**src/rtl/ay8_pkg.sv**
```systemverilog
`default_nettype none
// ----------------------------------------------------------------------------
// ay8_pkg : shared ay8 core types (opcodes, micro-op, decode state)
// Rev 1.0
// ----------------------------------------------------------------------------
package ay8_pkg;

  localparam int AY8_DATA_W = 8;
  localparam int AY8_REG_AW = 2;

  typedef enum logic [3:0] {
    OP_NOP   = 4'h0,
    OP_MOV   = 4'h1,
    OP_ADD   = 4'h2,
    OP_SUB   = 4'h3,
    OP_AND   = 4'h4,
    OP_OR    = 4'h5,
    OP_LDI   = 4'h6,
    OP_JMP   = 4'h7,
    OP_JZ    = 4'h8,
    OP_LD    = 4'h9,
    OP_ST    = 4'hA,
    OP_ILL_B = 4'hB,
    OP_ILL_C = 4'hC,
    OP_ILL_D = 4'hD,
    OP_ILL_E = 4'hE,
    OP_HLT   = 4'hF
  } opcode_t;

  typedef struct packed {
    opcode_t                op;
    logic [AY8_REG_AW-1:0]  rd;
    logic [AY8_REG_AW-1:0]  rs;
    logic [AY8_DATA_W-1:0]  imm;
    logic [AY8_DATA_W-1:0]  pc;
    logic                   illegal;
  } uop_t;

  typedef enum logic [0:0] {
    S_OP  = 1'b0,
    S_IMM = 1'b1
  } dec_state_t;

  function automatic logic is_two_byte(opcode_t op);
    return (op == OP_LDI) || (op == OP_JMP) || (op == OP_JZ);
  endfunction

  function automatic logic is_legal(opcode_t op);
    return !((op == OP_ILL_B) || (op == OP_ILL_C) ||
             (op == OP_ILL_D) || (op == OP_ILL_E));
  endfunction

endpackage
`default_nettype wire

```
**src/rtl/decode_stage_if.sv**
```systemverilog
`default_nettype none
// ----------------------------------------------------------------------------
// decode_stage_if : fetch-byte input and micro-op output handshakes of decode
// Rev 1.0
// ----------------------------------------------------------------------------
interface decode_stage_if #(
  parameter int DATA_W = 8,
  parameter int REG_AW = 2
);
  logic              in_valid;
  logic              in_ready;
  logic [DATA_W-1:0] in_byte;
  logic [DATA_W-1:0] in_pc;
  logic              out_valid;
  logic              out_ready;
  logic [3:0]        out_op;
  logic [REG_AW-1:0] out_rd;
  logic [REG_AW-1:0] out_rs;
  logic [DATA_W-1:0] out_imm;
  logic [DATA_W-1:0] out_pc;
  logic              out_illegal;

  // Decode stage side
  modport slave (
    input  in_valid, in_byte, in_pc, out_ready,
    output in_ready, out_valid, out_op, out_rd, out_rs, out_imm, out_pc, out_illegal
  );

  // Fetch / execute side
  modport master (
    output in_valid, in_byte, in_pc, out_ready,
    input  in_ready, out_valid, out_op, out_rd, out_rs, out_imm, out_pc, out_illegal
  );
endinterface
`default_nettype wire

```
**src/rtl/decode_uop_reg.sv**
```systemverilog
`default_nettype none
// ----------------------------------------------------------------------------
// decode_uop_reg : valid/ready output register holding one payload word
// Rev 1.0
// ----------------------------------------------------------------------------
module decode_uop_reg #(
  parameter int W = 8
) (
  input  logic         clk,
  input  logic         rst,
  input  logic         i_flush,
  input  logic         i_load,
  input  logic [W-1:0] i_data,
  input  logic         i_ready,
  output logic         o_valid,
  output logic [W-1:0] o_data
);

  logic         r_valid;
  logic [W-1:0] r_data;

  // Upstream only loads when the slot is empty or draining this cycle,
  // so a load never overwrites a payload that is still being held.
  always_ff @(posedge clk) begin
    if (rst) begin
      r_valid <= 1'b0;
      r_data  <= '0;
    end else if (i_flush) begin
      r_valid <= 1'b0;
    end else if (i_load) begin
      r_valid <= 1'b1;
      r_data  <= i_data;
    end else if (r_valid && i_ready) begin
      r_valid <= 1'b0;
    end
  end

  assign o_valid = r_valid;
  assign o_data  = r_data;

endmodule
`default_nettype wire

```
**src/rtl/decode_stage.sv**
```systemverilog
`default_nettype none
// ----------------------------------------------------------------------------
// decode_stage : ay8 decode - assembles 1/2-byte instructions into micro-ops
// Rev 1.0
// ----------------------------------------------------------------------------
module decode_stage
  import ay8_pkg::*;
#(
  parameter int DATA_W = AY8_DATA_W,
  parameter int REG_AW = AY8_REG_AW
) (
  input  logic           CLK,
  input  logic           RST,
  input  logic           flush,
  output logic           halted,
  decode_stage_if.slave  bus
);

  dec_state_t         r_state;
  dec_state_t         w_state_next;
  opcode_t            r_hold_op;
  logic [REG_AW-1:0]  r_hold_rd;
  logic [REG_AW-1:0]  r_hold_rs;
  logic [DATA_W-1:0]  r_hold_pc;
  logic               r_halted;

  opcode_t            w_op;
  logic [REG_AW-1:0]  w_rd;
  logic [REG_AW-1:0]  w_rs;
  logic               w_in_ready;
  logic               w_in_xfer;
  logic               w_out_valid;
  logic               w_out_xfer;
  logic               w_hlt_pending;
  logic               w_load;
  logic               w_hold_load;
  uop_t               w_load_uop;
  uop_t               w_out_uop;

  assign w_op = opcode_t'(bus.in_byte[7:4]);
  assign w_rd = bus.in_byte[3:2];
  assign w_rs = bus.in_byte[1:0];

  // A pending HLT blocks intake so nothing follows it into execute.
  assign w_out_xfer    = w_out_valid && bus.out_ready;
  assign w_hlt_pending = w_out_valid && (w_out_uop.op == OP_HLT);
  assign w_in_ready    = !RST && !flush && !r_halted && !w_hlt_pending &&
                         (!w_out_valid || bus.out_ready);
  assign w_in_xfer     = bus.in_valid && w_in_ready;

  always_comb begin
    w_state_next = r_state;
    w_load       = 1'b0;
    w_hold_load  = 1'b0;
    w_load_uop   = '0;
    case (r_state)
      S_OP: begin
        if (w_in_xfer) begin
          if (is_two_byte(w_op)) begin
            w_hold_load  = 1'b1;
            w_state_next = S_IMM;
          end else begin
            w_load             = 1'b1;
            w_load_uop.op      = w_op;
            w_load_uop.rd      = w_rd;
            w_load_uop.rs      = w_rs;
            w_load_uop.pc      = bus.in_pc;
            w_load_uop.illegal = !is_legal(w_op);
          end
        end
      end
      S_IMM: begin
        if (w_in_xfer) begin
          w_load         = 1'b1;
          w_load_uop.op  = r_hold_op;
          w_load_uop.rd  = r_hold_rd;
          w_load_uop.rs  = r_hold_rs;
          w_load_uop.imm = bus.in_byte;
          w_load_uop.pc  = r_hold_pc;
          w_state_next   = S_OP;
        end
      end
      default: w_state_next = S_OP;
    endcase
    if (flush) begin
      w_state_next = S_OP;
    end
  end

  always_ff @(posedge CLK) begin
    if (RST) begin
      r_state   <= S_OP;
      r_hold_op <= OP_NOP;
      r_hold_rd <= '0;
      r_hold_rs <= '0;
      r_hold_pc <= '0;
    end else begin
      r_state <= w_state_next;
      if (flush) begin
        r_hold_op <= OP_NOP;
        r_hold_rd <= '0;
        r_hold_rs <= '0;
        r_hold_pc <= '0;
      end else if (w_hold_load) begin
        r_hold_op <= w_op;
        r_hold_rd <= w_rd;
        r_hold_rs <= w_rs;
        r_hold_pc <= bus.in_pc;
      end
    end
  end

  // A flush in the same cycle cancels the HLT hand-off.
  always_ff @(posedge CLK) begin
    if (RST) begin
      r_halted <= 1'b0;
    end else if (w_out_xfer && !flush && (w_out_uop.op == OP_HLT)) begin
      r_halted <= 1'b1;
    end
  end

  decode_uop_reg #(
    .W ($bits(uop_t))
  ) u_uop_reg (
    .clk     (CLK),
    .rst     (RST),
    .i_flush (flush),
    .i_load  (w_load),
    .i_data  (w_load_uop),
    .i_ready (bus.out_ready),
    .o_valid (w_out_valid),
    .o_data  (w_out_uop)
  );

  assign bus.in_ready    = w_in_ready;
  assign bus.out_valid   = w_out_valid;
  assign bus.out_op      = w_out_uop.op;
  assign bus.out_rd      = w_out_uop.rd;
  assign bus.out_rs      = w_out_uop.rs;
  assign bus.out_imm     = w_out_uop.imm;
  assign bus.out_pc      = w_out_uop.pc;
  assign bus.out_illegal = w_out_uop.illegal;
  assign halted          = r_halted;

endmodule
`default_nettype wire

```
**src/flat_wrapper.sv**
```systemverilog
// flat-port wrapper written by rule: the top's interface ports become plain ports
module decode_stage_flat import ay8_pkg::*;
#(
  parameter int DATA_W = AY8_DATA_W,
  parameter int REG_AW = AY8_REG_AW
)
  (CLK, RST, flush, halted, bus_in_valid, bus_in_byte, bus_in_pc, bus_out_ready, bus_in_ready, bus_out_valid, bus_out_op, bus_out_rd, bus_out_rs, bus_out_imm, bus_out_pc, bus_out_illegal);
  decode_stage_if #(.DATA_W(DATA_W), .REG_AW(REG_AW)) bus_i ();
  input  logic CLK;
  input  logic RST;
  input  logic flush;
  output logic halted;
  input wire logic [$bits(bus_i.in_valid)-1:0] bus_in_valid;
  input wire logic [$bits(bus_i.in_byte)-1:0] bus_in_byte;
  input wire logic [$bits(bus_i.in_pc)-1:0] bus_in_pc;
  input wire logic [$bits(bus_i.out_ready)-1:0] bus_out_ready;
  output wire logic [$bits(bus_i.in_ready)-1:0] bus_in_ready;
  output wire logic [$bits(bus_i.out_valid)-1:0] bus_out_valid;
  output wire logic [$bits(bus_i.out_op)-1:0] bus_out_op;
  output wire logic [$bits(bus_i.out_rd)-1:0] bus_out_rd;
  output wire logic [$bits(bus_i.out_rs)-1:0] bus_out_rs;
  output wire logic [$bits(bus_i.out_imm)-1:0] bus_out_imm;
  output wire logic [$bits(bus_i.out_pc)-1:0] bus_out_pc;
  output wire logic [$bits(bus_i.out_illegal)-1:0] bus_out_illegal;
  assign bus_i.in_valid = bus_in_valid;
  assign bus_i.in_byte = bus_in_byte;
  assign bus_i.in_pc = bus_in_pc;
  assign bus_i.out_ready = bus_out_ready;
  assign bus_in_ready = bus_i.in_ready;
  assign bus_out_valid = bus_i.out_valid;
  assign bus_out_op = bus_i.out_op;
  assign bus_out_rd = bus_i.out_rd;
  assign bus_out_rs = bus_i.out_rs;
  assign bus_out_imm = bus_i.out_imm;
  assign bus_out_pc = bus_i.out_pc;
  assign bus_out_illegal = bus_i.out_illegal;
  decode_stage #(.DATA_W(DATA_W), .REG_AW(REG_AW)) u_core (.CLK(CLK), .RST(RST), .flush(flush), .halted(halted), .bus(bus_i));
endmodule
```
**config.mk**
```make
export PLATFORM = sky130hd
export DESIGN_NAME = decode_stage_flat
export DESIGN_NICKNAME = d
export VERILOG_FILES = /design/src/rtl/ay8_pkg.sv /design/src/rtl/decode_stage_if.sv /design/src/rtl/decode_uop_reg.sv /design/src/rtl/decode_stage.sv /design/src/flat_wrapper.sv
export SDC_FILE = /design/constraint.sdc
export NUM_CORES = 1
export LEC_CHECK = 0
export BUFFER_PORTS_ARGS = -buffer_cell sky130_fd_sc_hd__buf_2
export CAP_MARGIN = 40
export CORE_ASPECT_RATIO = 0.8
export CORE_MARGIN = 8
export CORE_UTILIZATION = 28
export CTS_CLUSTER_DIAMETER = 150
export CTS_CLUSTER_SIZE = 28
export DETAILED_ROUTE_END_ITERATION = 16
export PLACE_DENSITY_LB_ADDON = 0.1
export SLEW_MARGIN = 20
export SYNTH_ARGS = -nofsm -noshare
export SYNTH_HDL_FRONTEND = slang
export SYNTH_SLANG_ARGS = --single-unit
export TNS_END_PERCENT = 50
```
**constraint.sdc**
```tcl
create_clock -name CLK -period 3.2 [get_ports CLK]
set_clock_uncertainty 0.1 [all_clocks]
set_input_delay 0.16 -clock CLK [delete_from_list [all_inputs] [get_ports CLK]]
set_output_delay 0.16 -clock CLK [all_outputs]
set_load 0.05 [all_outputs]
```
==> out/metrics.yaml <==
rows: 28
yosys_warnings: 0
grt_pass1_wl_mm: 11.22
ys_types: 32
met2_usage: 0.2094
die_h_um: 92.66
holdBufCountCts: 0
wl_mm: 6.845
swShare: 0.2786
cap_violations: 0
slew_viol_final: 0
post_cts_buffers: 0
dieArea_mm2: 0.01036
comb_power_share: 0.144
rsz0062_at_grt: "false"
htreeDepth: 2
route.vias.total: 2000
fill_cells: 811
vias_per_cell: 5.731
drive_gt1_frac: 0.2857
portBuffers: 48
grt_overflow: 0
dpl.cell_count: 341
io_pins: 49
nets: 279
clkSlewWorstSetupHoldPaths_ns: 0.09
cts_resized: 0
initial_utilization: 0.2836
synth_fp_nets: 244
fin_util: 0.3352
grtUsageMet1: 0.1848
worst_pin_slew_ns: 0.7104
dieWidth_um: 111.8
drcViolationCount: 0
synth.cell_area_mm2: 0.002057
synth-seq-cells: 44
seq_area_frac_synth: 0.4282
holdWs_ns: 0.01919
diodes: 0
path_max_fanout: 15
cp.required_ns: 2.94
power-per-cell-area_mw_per_mm2: 477.3
cts_root_buf: "clkbuf_8"
top_usage_layer: "met2"
fp.coreArea_mm2: 0.007252
clkPwrFrac: 0.369
share_seq_of_total_power: 0.487
p_leak_nw: 0.8925
first_global_vias: 2054
hold_violations: 0
setup_viol: 0
syn_area_per_cell_um2: 9.224
max_slew_margin: 0.5249
firstDrtPassIters: 4
critPathKind: "reg2out"
status: "complete, no violations"
drt_iter0_markers: 109
final_cells: 349
fmax_ghz: 0.4380
clk_latency_ns: 0.30
worst_setup_path_end_kind: "output port"
finalCritPeriodShare: 0.7135
irDropWorstVdd_mv: 0.2338
gr-usage-met3: 0.02926
wl_per_cell_um: 19.61
p_sw_w: 0.0003233
cts_tree: "done"
fin_crit_ns: 2.283
cts.sinks: 44
antenna_found_initial: 0
synth_cells: 223
cp.arrival_ns: 2.02
cts_made_buffers: 5
place_congestion: 0.7009
hp-class: "in2reg"
gr-usage-all-layers: 0.1350
clockBufferDepth: 2
dp_hpwl_mm: 4.431
final_antenna_net_count: 0
p_int_w: 0.0008372
grt_max_degree: 43
area_delta_synth_final_pct: 18.19
totalNegativeSetupSlack_ns: 0
crit_path_start_kind: "flip-flop"
==> path summary, 6_finish.rpt <==
| kind | from | to | slack [ns] | depth (start not counted) |
|---|---|---|---|---|
| setup / recovery | u_core.u_uop_reg.o_data[21]$_SDFFE_PP0P_ | bus_in_ready | 0.92 | 5 |
| hold / removal | bus_in_pc[0] | u_core.r_hold_pc[0]$_SDFFE_PP0P_ | 0.02 | 3 |
| setup reg to reg | u_core.u_uop_reg.o_data[22]$_SDFFE_PP0P_ | u_core.u_uop_reg.o_data[2]$_SDFFE_PP0P_ | 1.19 | 4 |
| hold reg to reg | u_core.u_uop_reg.o_data[11]$_SDFFE_PP0P_ | u_core.u_uop_reg.o_data[11]$_SDFFE_PP0P_ | 0.37 | 2 |
==> layer usage <==
| layer | routed length, um | part of all wire |
|---|---|---|
| met3 | 306 | 0.045 |
| met4 | 69 | 0.010 |
| met1 | 3410 | 0.50 |
| met5 | 0 | 0 |
| met2 | 3059 | 0.45 |
==> power by group through the flow <==
stage / Combinational, W / Sequential, W / Clock, W
final: 0.000167 / 0.000565 / 0.000428
after detailed placement: 0.000167 / 0.000579 / 0
after CTS: 0.000167 / 0.000566 / 0.000442
after global placement: 0.000168 / 0.000578 / 0
after global routing: 0.000178 / 0.000568 / 0.000466
after floorplan: 0.0000777 / 0.000615 / 0
==> cell type report <==
type	instances	area, um^2	share of cell area
repair buffers	58	315.3	0.1297
clock inverters	2	35.03	0.01441
clock buffers	6	72.57	0.02985
flip-flops and latches	44	880.8	0.3623
inverters	1	3.754	0.001544
multi-input cells	148	1011	0.4159
well taps	90	112.6	0.04632
==> synth_stat cells <==
library cell,number,area share
and3b_1,1,0.0043
nor3_1,1,0.0024
clkbuf_1,14,0.026
a22oi_1,16,0.058
dfxtp_1,44,0.43
xnor2_1,1,0.0043
nor2_2,1,0.0030
a31oi_1,16,0.049
nor3_4,1,0.0079
buf_4,4,0.015
nor4b_4,1,0.012
o21ai_0,1,0.0024
a211oi_1,15,0.055
and4b_1,1,0.0049
o21bai_2,1,0.0055
and3_1,2,0.0061
or2_2,1,0.0030
inv_1,1,0.0018
buf_6,3,0.016
buf_2,9,0.022
nand2b_1,1,0.0030
a211oi_2,1,0.0061
o31ai_1,25,0.091
nand2_1,2,0.0037
nand3_1,3,0.0073
nand4b_2,1,0.0073
nor2b_1,1,0.0030
a21oi_1,28,0.068
nand4_1,24,0.073
nor3_2,1,0.0049
nor2_1,1,0.0018
o21ba_2,1,0.0049
==> kinds of logic after synthesis <==
| kind of cell | after synthesis | synth area share |
|---|---|---|
| flip-flops | 44 | 0.4282 |
| buffers and inverters | 31 | 0.08029 |
| XOR/XNOR | 1 | 0.004259 |
| AND/OR/NAND/NOR | 43 | 0.1472 |
| AO/OA/AOI/OAI | 104 | 0.3400 |
==> state kept, by name (all words and copies together), names as in the netlist <==
register and flops:
u_core.r_hold_rs 2, u_core.r_hold_rd 2, u_core.halted 1, u_core.u_uop_reg.o_valid 1
u_core.r_hold_op 4, u_core.r_state 1, u_core.u_uop_reg.o_data 25, u_core.r_hold_pc 8
==> stage by stage <==
step,cell area [um^2],total power [W],setup WS [ns]
after floorplan,2057,0.0006923,0.5817
after global placement,2323,0.0007462,1.174
after detailed placement,2323,0.0007457,1.174
after CTS,2431,0.001175,0.8814
after global routing,2431,0.001211,0.7780
final,2431,0.001160,0.9170
==> placed cells by master (no fill, tap or decap), drive strengths merged <==
master and instances:
or2 1, nand4 24, o31ai 25, a22oi 16, clkinv 1, nand2b 1
o21ba 1, and3 2, a31oi 16, nand3 3, and3b 1, o21ai 1
inv 1, o21bai 1, nor2 2, nand2 2, clkbuf 6, xnor2 1
nor3 3, a21oi 28, dfxtp 44, bufinv 1, nor4b 1, nand4b 1
a211oi 16, nor2b 1, and4b 1, buf 58
==> worst max-delay path, stage by stage (launching register included) <==
cell	delay, ns
dfxtp_1	0.35
and3_1	0.18
and3_1	0.57
buf_4	0.33
nor3_1	0.07
buf_2	0.21
No activity file was read; power rests on OpenSTA's default activity.
